==> config.mk <==
export PLATFORM = sky130hd
export DESIGN_NAME = key_click_decoder
export DESIGN_NICKNAME = d
export VERILOG_FILES = /design/src/rtl/key_click_decoder.sv
export SDC_FILE = /design/constraint.sdc
export NUM_CORES = 1
export LEC_CHECK = 0
export BUFFER_PORTS_ARGS = -buffer_cell sky130_fd_sc_hd__buf_4
export CAP_MARGIN = 0
export CORE_MARGIN = 2
export CORE_UTILIZATION = 35
export DETAILED_ROUTE_END_ITERATION = 7
export SYNTH_ARGS = -nofsm -noshare
export SYNTH_HDL_FRONTEND = slang
export SYNTH_SLANG_ARGS = --single-unit
==> constraint.sdc <==
create_clock -name clk -period 2.5 [get_ports clk]
set_input_delay 0.125 -clock clk [delete_from_list [all_inputs] [get_ports clk]]
set_output_delay 0.125 -clock clk [all_outputs]
set_load 0.05 [all_outputs]
==> src/rtl/key_click_decoder.sv <==
// Groups debounced press pulses into 1/2/3-click events and steps a display mode index:
// forward on single, backward on double, home on triple.
module key_click_decoder #(
    parameter int GAP_CYCLES = 22_275_000,
    parameter int CNT_W      = 25,
    parameter int NUM_MODES  = 8,
    parameter int MODE_W     = 3
) (
    input  logic              clk,
    input  logic              rst_n,
    input  logic              key_fall,
    output logic              click_valid,
    output logic [1:0]        click_count,
    output logic [MODE_W-1:0] mode_idx,
    output logic              busy
);

    typedef enum logic [1:0] {
        S_IDLE = 2'd0,
        S_WAIT = 2'd1,
        S_EMIT = 2'd2
    } state_t;

    localparam logic [CNT_W-1:0]  GAP_LAST  = CNT_W'(GAP_CYCLES - 1);
    localparam logic [MODE_W-1:0] MODE_LAST = MODE_W'(NUM_MODES - 1);

    state_t           state;
    logic [1:0]       clicks;
    logic [CNT_W-1:0] gap_cnt;

    function automatic logic [MODE_W-1:0] next_mode(input logic [MODE_W-1:0] cur,
                                                    input logic [1:0]        n);
        case (n)
            2'd1:    next_mode = (cur == MODE_LAST) ? '0 : cur + MODE_W'(1);
            2'd2:    next_mode = (cur == '0) ? MODE_LAST : cur - MODE_W'(1);
            default: next_mode = '0;
        endcase
    endfunction

    always_ff @(posedge clk or negedge rst_n) begin
        if (!rst_n) begin
            state       <= S_IDLE;
            clicks      <= 2'd0;
            gap_cnt     <= '0;
            click_valid <= 1'b0;
            click_count <= 2'd0;
            mode_idx    <= '0;
            busy        <= 1'b0;
        end else begin
            click_valid <= 1'b0;
            case (state)
                S_IDLE: begin
                    if (key_fall) begin
                        clicks  <= 2'd1;
                        gap_cnt <= '0;
                        state   <= S_WAIT;
                        busy    <= 1'b1;
                    end
                end
                S_WAIT: begin
                    // A press beats a coinciding timeout: it is counted and the window restarts.
                    if (key_fall) begin
                        gap_cnt <= '0;
                        if (clicks == 2'd2) begin
                            clicks      <= 2'd3;
                            state       <= S_EMIT;
                            click_valid <= 1'b1;
                            click_count <= 2'd3;
                            mode_idx    <= next_mode(mode_idx, 2'd3);
                        end else begin
                            clicks <= clicks + 2'd1;
                        end
                    end else if (gap_cnt == GAP_LAST) begin
                        state       <= S_EMIT;
                        click_valid <= 1'b1;
                        click_count <= clicks;
                        mode_idx    <= next_mode(mode_idx, clicks);
                    end else begin
                        gap_cnt <= gap_cnt + CNT_W'(1);
                    end
                end
                S_EMIT: begin
                    // A press landing on the emit cycle opens the next group.
                    if (key_fall) begin
                        clicks  <= 2'd1;
                        gap_cnt <= '0;
                        state   <= S_WAIT;
                    end else begin
                        state <= S_IDLE;
                        busy  <= 1'b0;
                    end
                end
                default: begin
                    state <= S_IDLE;
                    busy  <= 1'b0;
                end
            endcase
        end
    end

endmodule

; ---- Word level (Yosys, flattened, before mapping)
; Index checks and enable logic that the tools add are counted.
[totals]
reg_bits = 36
input_bits = 3
word_cells = 65
[classes]
addsub = 4
eq_ne = 14
muxes = 29
bitwise = 1
n_reduce_logical = 10
[op_table]
columns = cell, n
row1 = 2-to-1 mux 25 bit, 3
row2 = one-hot mux 25 bit (2 select lines), 1
row3 = "adder 25 x 1 -> 25 bit, second input constant", 1
row4 = "== test 25 bit, second input constant", 1
row5 = 2-to-1 mux 2 bit, 9
row6 = 2-to-1 mux 3 bit, 5
row7 = AND reduction 3 bit, 5
row8 = "!= test 3 bit, second input constant", 3
row9 = 2-to-1 mux 1 bit, 7
row10 = "!= test 2 bit, second input constant", 3
row11 = one-hot mux 2 bit (3 select lines), 1
row12 = one-hot mux 3 bit (2 select lines), 1
row13 = "== test 2 x 1 -> 1 bit, second input constant", 2
row14 = "== test 2 bit, second input constant", 2
row15 = "!= test 2 x 1 -> 1 bit, second input constant", 2
row16 = one-hot mux 2 bit (2 select lines), 1
row17 = nonzero test 2 bit, 2
row18 = "adder 3 x 1 -> 3 bit, second input constant", 1
row19 = "== test 3 bit, second input constant", 1
row20 = zero test 3 bit, 1
row21 = one-hot mux 1 bit (3 select lines), 1
row22 = "subtractor 3 x 1 -> 3 bit, second input constant", 1
row23 = "adder 2 x 1 -> 2 bit, second input constant", 1
row24 = zero test 2 bit, 1
row25 = 2 further kinds, 2

; ---- Logic depth before layout (Yosys ltp)
; Gate-level depths: netlist (run 1).
[logic_depth]
depth_word = 5
ltp_mapped = 7
mapped_depth_nobuf = 7

; ---- Least setup slack after synthesis (run 1)
; Ideal clock, no wire load.
[synth_path]
path_type = reg-to-reg
from = register gap_cnt[12]
to = register mode_idx[2]
setup_ps = 125
arrival_ps = 1954
t_required_ps = 2375
setup_slack_ps = 421
stages_incl_launch_ff = 5
synth_period_minus_slack_ps = 2079
path_cell_list = dfrtp_1 > or4_1 > or4_4 > o22ai_4 > mux2_4
[synth_via]
elab_chain_len = 3
[synth_lines]
columns = element, line_no
row1 = from (decl), 29  ; logic [CNT_W-1:0] gap_cnt;
row2 = from (signal assigned), 79  ; gap_cnt <= gap_cnt + CNT_W'(1);
row3 = == test 25 bit, 73  ; end else if (gap_cnt == GAP_LAST) begin
row4 = nonzero test 2 bit (no source line), --
row5 = AND reduction 3 bit (no source line), --
row6 = to (signal assigned), 69  ; mode_idx <= next_mode(mode_idx, 2'd3);
row7 = to (signal assigned), 77  ; mode_idx <= next_mode(mode_idx, clicks);
row8 = to (decl), 14  ; output logic [MODE_W-1:0] mode_idx,
; Every way passes these cells.
; A chain may end at the register's enable or synchronous reset.

; ---- Worst setup path after layout (run 1)
; Ends and elaborated chain as after synthesis.

==> flow_summary.ini, run 1 <==
[run_status]
status = finished, final reports clean

[detailed_routing]
drtIter0Drc = 100
vias_per_cell = 5.36
dr_total_vias = 1618
route.detailed.drc = 0
firstDrtPassIters = 4
routed_wl_mm = 4.40
drtAntennaViolNets = 0
wl_per_cell_um = 14.6

[clocking]
cts.sinks = 36
post_cts.repair.setup_buffers = 0
cts_tree = built
cts_buffers = 5
cts-root-buf = clkbuf_8
clkTransAtPathRegs_ps = 80
cts.path.max_buffers = 2
clk_latency_ps = 300
htreeDepth = 2

[global_routing]
grt_pass1_wl_mm = 7.68
grt_antenna_before_repair = 0
overflow = 0
grt_pass1_vias = 1541
grt_max_degree = 37
track_usage_pct = 15.8

[critical_path]
rrSetupSlack_ps = 310
r2r_cells = 4
arrival_ps = 2380
start_kind = flip-flop
timing.rr.start = gap_cnt[12]$_DFFE_PN0P_
critPathRequiredTime_ps = 2690
r2r_end = mode_idx[2]$_DFFE_PN0P_
cp_max_fo = 10
crit_slowest_cell = or4_1
cp_cell_sequence = or4_1 -> or4_4 -> o22ai_4 -> mux2_4
end_kind = flip-flop
slowest_delay_ps = 570
critical_path_class = reg -> reg

[sta]
finalSetupViolCount = 0
final.setup_skew_ps = 5.97
hold-worst-slack_ps = 143
period_share_pct = 87.6
hold_viol = 0
drv_slew = 0
rsz0062_at_grt = no
finalSetupTns_ps = 0
fmax_mhz = 457
finalCriticalPeriod_ps = 2190
slew_headroom_pct = 68.8
worstMarginPinSlew_ps = 468

[floorplan]
core_area_sq_mm = 0.00547
ios = 10
start_util_pct = 35.9
die-area_sq_mm = 0.00623
die_y_um = 78.9
fp.dieW_um = 78.9
num_rows = 27

[synthesis]
seq_area_frac_synth_pct = 45.9
synth_top_cell_by_area = dfrtp_1
synth.area.top_cells = dfrtp_1, ha_1, nor2_1, xor2_1, o21ai_0
synth_most_common_cell = dfrtp_1
synthesis.nets = 219
yosysTopAreaCellShare_pct = 45.9
syn_area_per_cell_sq_um = 9.40
synth_cell_types = 44
ys_top_cells_by_count = dfrtp_1, nor2_1, nand2_1
ys.flop_type = dfrtp_1
synth_seq_cells = 36
syn_inst = 209
synth_warnings = 0
synth_edf_count = 0
synth-async-reset-ratio_pct = 100
syn-cell-area_sq_mm = 0.00196

[power]
p_leak_nw = 0.930
p_per_area_mw_per_mm2 = 843
vdd_ir_drop_max_mv = 0.421

[layout]
drive_above_1_share_pct = 13.5
area_growth_pct = 15.0
diodes = 0
nets = 239
post-route-util_pct = 41.3
n_fill_cell = 571

[placed_design]
place.gp.congestion = 0.802
hpwl_mm = 3.07
portBuffers = 9

[worst_hold_path]
holdCritPathClass = in -> reg
hold_path_end = clicks[1]$_DFFE_PN0P_
min_from = key_fall
hold_depth = 2

[run]
cap_violations = 0
[metrics by stage]
stage / cells / power [mW] / area (sq um) / worst slack [ps]
after floorplan: 209 / 1.27 / 1960 / 421
after CTS: 302 / 1.93 / 2260 / 309
after global placement: 293 / 1.47 / 2160 / 333
after detailed placement: 293 / 1.48 / 2160 / 318
final: 302 / 1.90 / 2260 / 309
after global routing: 302 / 2.05 / 2260 / 240
[sequential cells by signal, indices dropped and copies added, names as in the netlist]
register,cells
busy,1
click_count,2
click_valid,1
clicks,2
gap_cnt,25
mode_idx,3
state,2
[routing by layer]
metal  part of all wire [%]  global-route usage, %  vias up
met1                     47                   21.5      781
met4                    1.8                   6.21        0
li1                       -                      -      799
met3                    4.3                   3.75        7
met5                      0                      0        -
met2                     47                   24.4       31
[cells in the final DEF (no fill, tap or decap), types with 3 or more instances in the layout]
cell      synthesis  routed
dfrtp_1          36      36
nor2_1           23      23
nand2_1          16      16
buf_4             0      16
o21ai_0          15      15
nand3_1          13      13
nand4_1          10      10
inv_1             9       9
xor2_1            9       9
a21oi_1           8       8
nor3_1            7       7
ha_1              7       7
or3_1             6       6
clkbuf_8          0       6
nor2b_1           4       4
o31ai_1           4       4
xnor2_1           3       3
[report_power, final]
group,internal [mW],switching (mW)
sequential,0.672,0.0776
combinational,0.255,0.459
clock,0.220,0.220
[timing repair]
action / 4_1_cts / 5_1_grt
hold buffers: 1 / 0
gates resized for setup: 0 / 0
hold endpoints to repair: 36 / 0
[worst max-delay path by stage]
stage,from,slack (ps),end,cells past startpoint
final,gap_cnt[12]$_DFFE_PN0P_,310,mode_idx[2]$_DFFE_PN0P_,4
after global routing,gap_cnt[12]$_DFFE_PN0P_,240,mode_idx[2]$_DFFE_PN0P_,4
after CTS,gap_cnt[12]$_DFFE_PN0P_,310,mode_idx[2]$_DFFE_PN0P_,4
after detailed placement,gap_cnt[12]$_DFFE_PN0P_,320,mode_idx[2]$_DFFE_PN0P_,4
after global placement,gap_cnt[12]$_DFFE_PN0P_,330,mode_idx[2]$_DFFE_PN0P_,4
after floorplan,gap_cnt[12]$_DFFE_PN0P_,420,mode_idx[2]$_DFFE_PN0P_,4
[critical path, delay by kind of cell (launching register included)]
family	cells	cell delay [ps]
and+or+nand+nor	2	1090
DFF	1	420
muxes	1	330
AOI/OAI and AO/OA	1	250
[cells by family (layout without fill, tap and decap cells)]
family	Yosys count	after routing	synth area share (%)
flops	36	36	45.9
xor+xnor	12	12	5.35
compound gates	41	41	13.6
mux	2	2	1.27
buf+inv	13	34	2.61
simple gates	97	97	26.3
fa+ha+maj	8	8	4.97
[cell type report]
| class | instances | area, sq um | area share (%) |
|---|---|---|---|
| Timing Repair Buffer | 17 | 130 | 5.76 |
| Clock buffer | 6 | 82.6 | 3.65 |
| Multi-Input combinational cell | 160 | 1010 | 44.8 |
| Clock inverter | 2 | 10.0 | 0.443 |
| Inverter | 9 | 33.8 | 1.50 |
| Tap cell | 72 | 90.1 | 3.99 |
| Sequential cell | 36 | 901 | 39.9 |
(Power assumes the default switching activity.)
==> inputs of run 2 (changes only) <==
--- a/config.mk
+++ b/config.mk
@@ -7,9 +7,11 @@
 export LEC_CHECK = 0
 export BUFFER_PORTS_ARGS = -buffer_cell sky130_fd_sc_hd__buf_4
 export CAP_MARGIN = 0
+export CORE_ASPECT_RATIO = 0.6
 export CORE_MARGIN = 2
 export CORE_UTILIZATION = 35
 export DETAILED_ROUTE_END_ITERATION = 7
+export SETUP_SLACK_MARGIN = 0.2
 export SYNTH_ARGS = -nofsm -noshare
 export SYNTH_HDL_FRONTEND = slang
 export SYNTH_SLANG_ARGS = --single-unit
==> run 2 against run 1 <==
  * Via count shrank 0.62%
  * Clock-buffer cell count fell by 1
  * Sequential power shrank 0.9%
  * Critical endpoint unchanged
  * Non-clock buffer count increased by 1
  * Register-to-register slack hardly changed
  * Combinational power grew 2%
  * Global-route usage about the same
  * Fmax down 0.44%
  * Wire length decreased by 0.18%
==> flow_summary.ini, run 2 (synthesis results as in run 1) <==
[sta]
worstMarginPinSlew_ps = 499
finalCriticalPeriod_ps = 2200
drv_slew = 0
slew_headroom_pct = 66.5
fmax_mhz = 454
rsz0062_at_grt = no
hold_viol = 0
finalSetupTns_ps = 0
finalSetupViolCount = 0
period_share_pct = 88.0
final.setup_skew_ps = 8.78

[floorplan]
ios = 10
num_rows = 21
fp.dieW_um = 101
die-area_sq_mm = 0.00625
die_y_um = 62.0
start_util_pct = 35.8
core_area_sq_mm = 0.00549

[layout]
final_common_cell = dfrtp_1
regMostFlops = gap_cnt
drive_above_1_share_pct = 13.9
area_growth_pct = 16.2
nets = 240
largest_reg_flops = 25
layout_common_cells = dfrtp_1, nor2_1, buf_4, nand2_1, o21ai_0
post-route-util_pct = 41.6
diodes = 0
reg_top3 = gap_cnt (25), mode_idx (3)

[power]
swShare_pct = 38.1
vdd_ir_drop_max_mv = 0.308
clkPwrFrac_pct = 25.9
comb_power_share_pct = 36.6
p_leak_nw = 0.939
p_int_mw = 1.23
power_switching_uw = 756
p_per_area_mw_per_mm2 = 869
sequentialPowerShare_pct = 37.5

[placed_design]
place.gp.congestion = 0.885
hpwl_mm = 3.18
portBuffers = 9

[clocking]
cts-root-buf = clkbuf_8
post_cts.repair.setup_buffers = 0
cts_buffers = 5
htreeDepth = 2
cts.path.max_buffers = 2
clk_latency_ps = 290
cts.sinks = 36
clkTransAtPathRegs_ps = 80
cts_tree = built

[detailed_routing]
drtAntennaViolNets = 0
route.detailed.drc = 0
dr_total_vias = 1608
wl_per_cell_um = 14.6
routed_wl_mm = 4.39
firstDrtPassIters = 4
vias_per_cell = 5.36
drtIter0Drc = 170

[critical_path]
rrSetupSlack_ps = 300
cp_max_fo = 10
r2r_cells = 4
critical_path_class = reg -> reg
crit_start = gap_cnt[6]$_DFFE_PN0P_
endpoint = mode_idx[2]$_DFFE_PN0P_
cp.depth = 4
cp_num_buf_inv = 0
timing.rr.start = gap_cnt[6]$_DFFE_PN0P_
end_kind = flip-flop
arrival_ps = 2380
r2r_end = mode_idx[2]$_DFFE_PN0P_
crit_family = simple AND/OR/NAND/NOR gates
start_kind = flip-flop
cp_cell_sequence = or4_1 -> or4_4 -> o22ai_4 -> mux2_4
slowest_delay_ps = 550
critPathRequiredTime_ps = 2680
crit_slowest_cell = or4_1

[run_status]
status = finished, final reports clean

[run]
cap_violations = 0

[global_routing]
track_usage_pct = 15.8
overflow = 0
grt_pass1_vias = 1408
grt_pass1_wl_mm = 7.35
grt_max_degree = 37
grt_antenna_before_repair = 0

[worst_hold_path]
holdCritPathClass = in -> reg
[run 2: cell count changes in the layout (fill, tap and decap cells not counted), sizes merged]
cell / change
clkinvlp: +1
clkbuf: -1
buf: +1
clkinv: -1
bufinv: +1
[run 2: worst min path at each step]
stage,depth (start not counted),to,startpoint,slack [ps]
finish,2,clicks[1]$_DFFE_PN0P_,key_fall,140
global route,2,clicks[1]$_DFFE_PN0P_,key_fall,160
CTS,2,clicks[1]$_DFFE_PN0P_,key_fall,120
detailed placement,1,gap_cnt[20]$_DFFE_PN0P_,rst_n,120
global placement,1,gap_cnt[20]$_DFFE_PN0P_,rst_n,110
floorplan,0,busy$_DFFE_PN0P_,rst_n,-170
[run 2: power by group through the flow]
stage / sequential (mW) / clock, mW / combinational [mW]
floorplan: 0.913 / 0 / 0.357
global placement: 0.754 / 0 / 0.720
detailed placement: 0.755 / 0 / 0.723
CTS: 0.744 / 0.530 / 0.726
global route: 0.758 / 0.550 / 0.803
finish: 0.743 / 0.514 / 0.726
[run 2: repair_timing]
action,in CTS,in global routing
resized for setup,0,0
hold endpoints to repair,36,0
hold buffers,1,0
[run 2: per-layer routing]
metal	track usage [%]	part of all wire, %	wire length, um	vias to the layer above
met5	0	0	0	-
met4	2.94	0.32	14	0
met3	4.25	6.5	286	2
met2	19.0	35	1540	48
met1	26.5	58	2540	761
li1	-	-	-	797
[run 2: worst reg2reg max path: stages (launching register included)]
cell     delay (ps)
dfrtp_1         420
or4_1           550
or4_4           520
o22ai_4         270
mux2_4          330
[run 2: stage by stage]
stage	worst slack [ps]	hold slack, ps	instance area [sq um]	instances	total power [mW]
finish	300	135	2280	300	1.98
global route	227	163	2280	300	2.11
CTS	304	124	2280	300	2.00
detailed placement	306	118	2160	291	1.48
global placement	321	114	2160	291	1.47
floorplan	421	-171	1960	209	1.27
[run 2: cell type report]
| class | count | area [sq um] |
|---|---|---|
| clock buffer | 5 | 68.8 |
| clock inverter | 3 | 42.5 |
| fill | 531 | 3210 |
| inverter | 9 | 33.8 |
| multi-input combinational | 160 | 1010 |
| sequential | 36 | 901 |
| tap | 69 | 86.3 |
| timing repair buffer | 18 | 138 |
==> inputs of run 3 (changes only) <==
==> constraint.sdc (replaced) <==
create_clock -name clk -period 2.5 [get_ports clk]
set_input_delay 0 -clock clk [delete_from_list [all_inputs] [get_ports clk]]
set_output_delay 0 -clock clk [all_outputs]
set_load 0.05 [all_outputs]
==> run 3 against run 2 <==
  * Global-route usage about the same
  * Clock skew hardly changed
  * Worst setup slack improved by 3.3 ps
  * Register-to-register slack barely moved
  * Sequential power about the same
  * Worst hold slack better by 68 ps
  * Combinational power about the same
  * Non-clock buffer count grew 1
  * Sequential cell count is the same
  * Clock power barely moved
  * Final area grew 0.44%
  * Die area did not move
  * Critical path type unchanged
  * Largest cell class unchanged
  * Largest power group unchanged
==> flow_summary.ini, run 3 (synthesis results as in run 1) <==
[run_status]
status = finished, final reports clean

[detailed_routing]
routed_wl_mm = 4.38
vias_per_cell = 5.33
route.detailed.drc = 0
drtIter0Drc = 158
firstDrtPassIters = 4
wl_per_cell_um = 14.6
drtAntennaViolNets = 0
dr_total_vias = 1604

[layout]
drive_above_1_share_pct = 13.8
regMostFlops = gap_cnt
final_common_cell = dfrtp_1
layout_common_cells = dfrtp_1, nor2_1, buf_4, nand2_1, o21ai_0
nets = 241
n_fill_cell = 531
largest_reg_flops = 25
area_growth_pct = 16.7
reg_top3 = gap_cnt (25), mode_idx (3)
diodes = 0

[clocking]
cts_resized = 0
cts.path.max_buffers = 2
cts_tree = built
hold_buffers = 2
clk_latency_ps = 290
clkTransAtPathRegs_ps = 80
cts_buffers = 5
htreeDepth = 2
post_cts.repair.setup_buffers = 0
cts.sinks = 36
cts-root-buf = clkbuf_8

[sta]
finalSetupViolCount = 0
hold-worst-slack_ps = 203
final.setup_skew_ps = 8.54
period_share_pct = 87.9
fmax_mhz = 455
finalCriticalPeriod_ps = 2200
slew_headroom_pct = 66.3
worstMarginPinSlew_ps = 501
rsz0062_at_grt = no
finalSetupTns_ps = 0
drv_slew = 0
hold_viol = 0

[critical_path]
end_kind = flip-flop
rrSetupSlack_ps = 300
slowest_delay_ps = 550
r2r_end = mode_idx[2]$_DFFE_PN0P_
timing.rr.start = gap_cnt[6]$_DFFE_PN0P_
cp_cell_sequence = or4_1 -> or4_4 -> o22ai_4 -> mux2_4
cp_num_buf_inv = 0
cp_max_fo = 10
crit_family = simple AND/OR/NAND/NOR gates
start_kind = flip-flop
critPathRequiredTime_ps = 2680
r2r_cells = 4
critical_path_class = reg -> reg
crit_slowest_cell = or4_1
arrival_ps = 2380

[worst_hold_path]
holdCritPathClass = in -> async

[floorplan]
ios = 10
die-area_sq_mm = 0.00625
core_area_sq_mm = 0.00549
fp.dieW_um = 101
start_util_pct = 35.8
num_rows = 21
die_y_um = 62.0

[global_routing]
grt_pass1_wl_mm = 7.36
grt_pass1_vias = 1414
grt_antenna_before_repair = 0
track_usage_pct = 15.8
overflow = 0
grt_max_degree = 37

[power]
power_mw = 1.98
vdd_ir_drop_max_mv = 0.308
p_per_area_mw_per_mm2 = 865
p_leak_nw = 0.943

[placed_design]
place.gp.congestion = 0.885
hpwl_mm = 3.18
portBuffers = 9

[run]
cap_violations = 0
-- run 3: worst max path at each step --
stage          depth (start not counted)                      end  slack [ps]                    start
2_1_floorplan                          4  mode_idx[2]$_DFFE_PN0P_         420  gap_cnt[12]$_DFFE_PN0P_
3_3_place_gp                           4  mode_idx[2]$_DFFE_PN0P_         320  gap_cnt[12]$_DFFE_PN0P_
5_1_grt                                4  mode_idx[2]$_DFFE_PN0P_         230   gap_cnt[6]$_DFFE_PN0P_
4_1_cts                                4  mode_idx[2]$_DFFE_PN0P_         300   gap_cnt[6]$_DFFE_PN0P_
6_report                               4  mode_idx[2]$_DFFE_PN0P_         300   gap_cnt[6]$_DFFE_PN0P_
3_5_place_dp                           4  mode_idx[2]$_DFFE_PN0P_         310  gap_cnt[12]$_DFFE_PN0P_
-- run 3: power by group --
part | internal (mW) | total (mW) | leakage, nW | switching, mW
clock network | 0.295 | 0.513 | 0.0541 | 0.218
logic | 0.260 | 0.727 | 0.409 | 0.467
registers | 0.672 | 0.743 | 0.479 | 0.0710
-- run 3: metal layers --
layer / GRT usage (%) / part of all wire (%)
met5: 0 / 0
met1: 26.5 / 60
met4: 2.94 / 0.32
met2: 19.1 / 35
met3: 4.25 / 4.7
-- run 3: per-stage QoR --
step,setup slack (ps),cell area [sq um],utilization (%),std cells
after floorplan,421,1960,-,209
after CTS,304,2290,41.7,301
final,303,2290,41.7,301
after detailed placement,306,2160,39.3,291
after global placement,321,2160,39.3,291
after global routing,227,2290,41.7,301
-- run 3: cell type report --
class / instances / area, sq um / share of cell area, %
Clock buffer: 5 / 68.8 / 3.00
Inverter: 9 / 33.8 / 1.47
Timing Repair Buffer: 19 / 148 / 6.44
Sequential cell: 36 / 901 / 39.3
Tap cell: 69 / 86.3 / 3.77
Multi-Input combinational cell: 160 / 1010 / 44.2
Clock inverter: 3 / 42.5 / 1.86
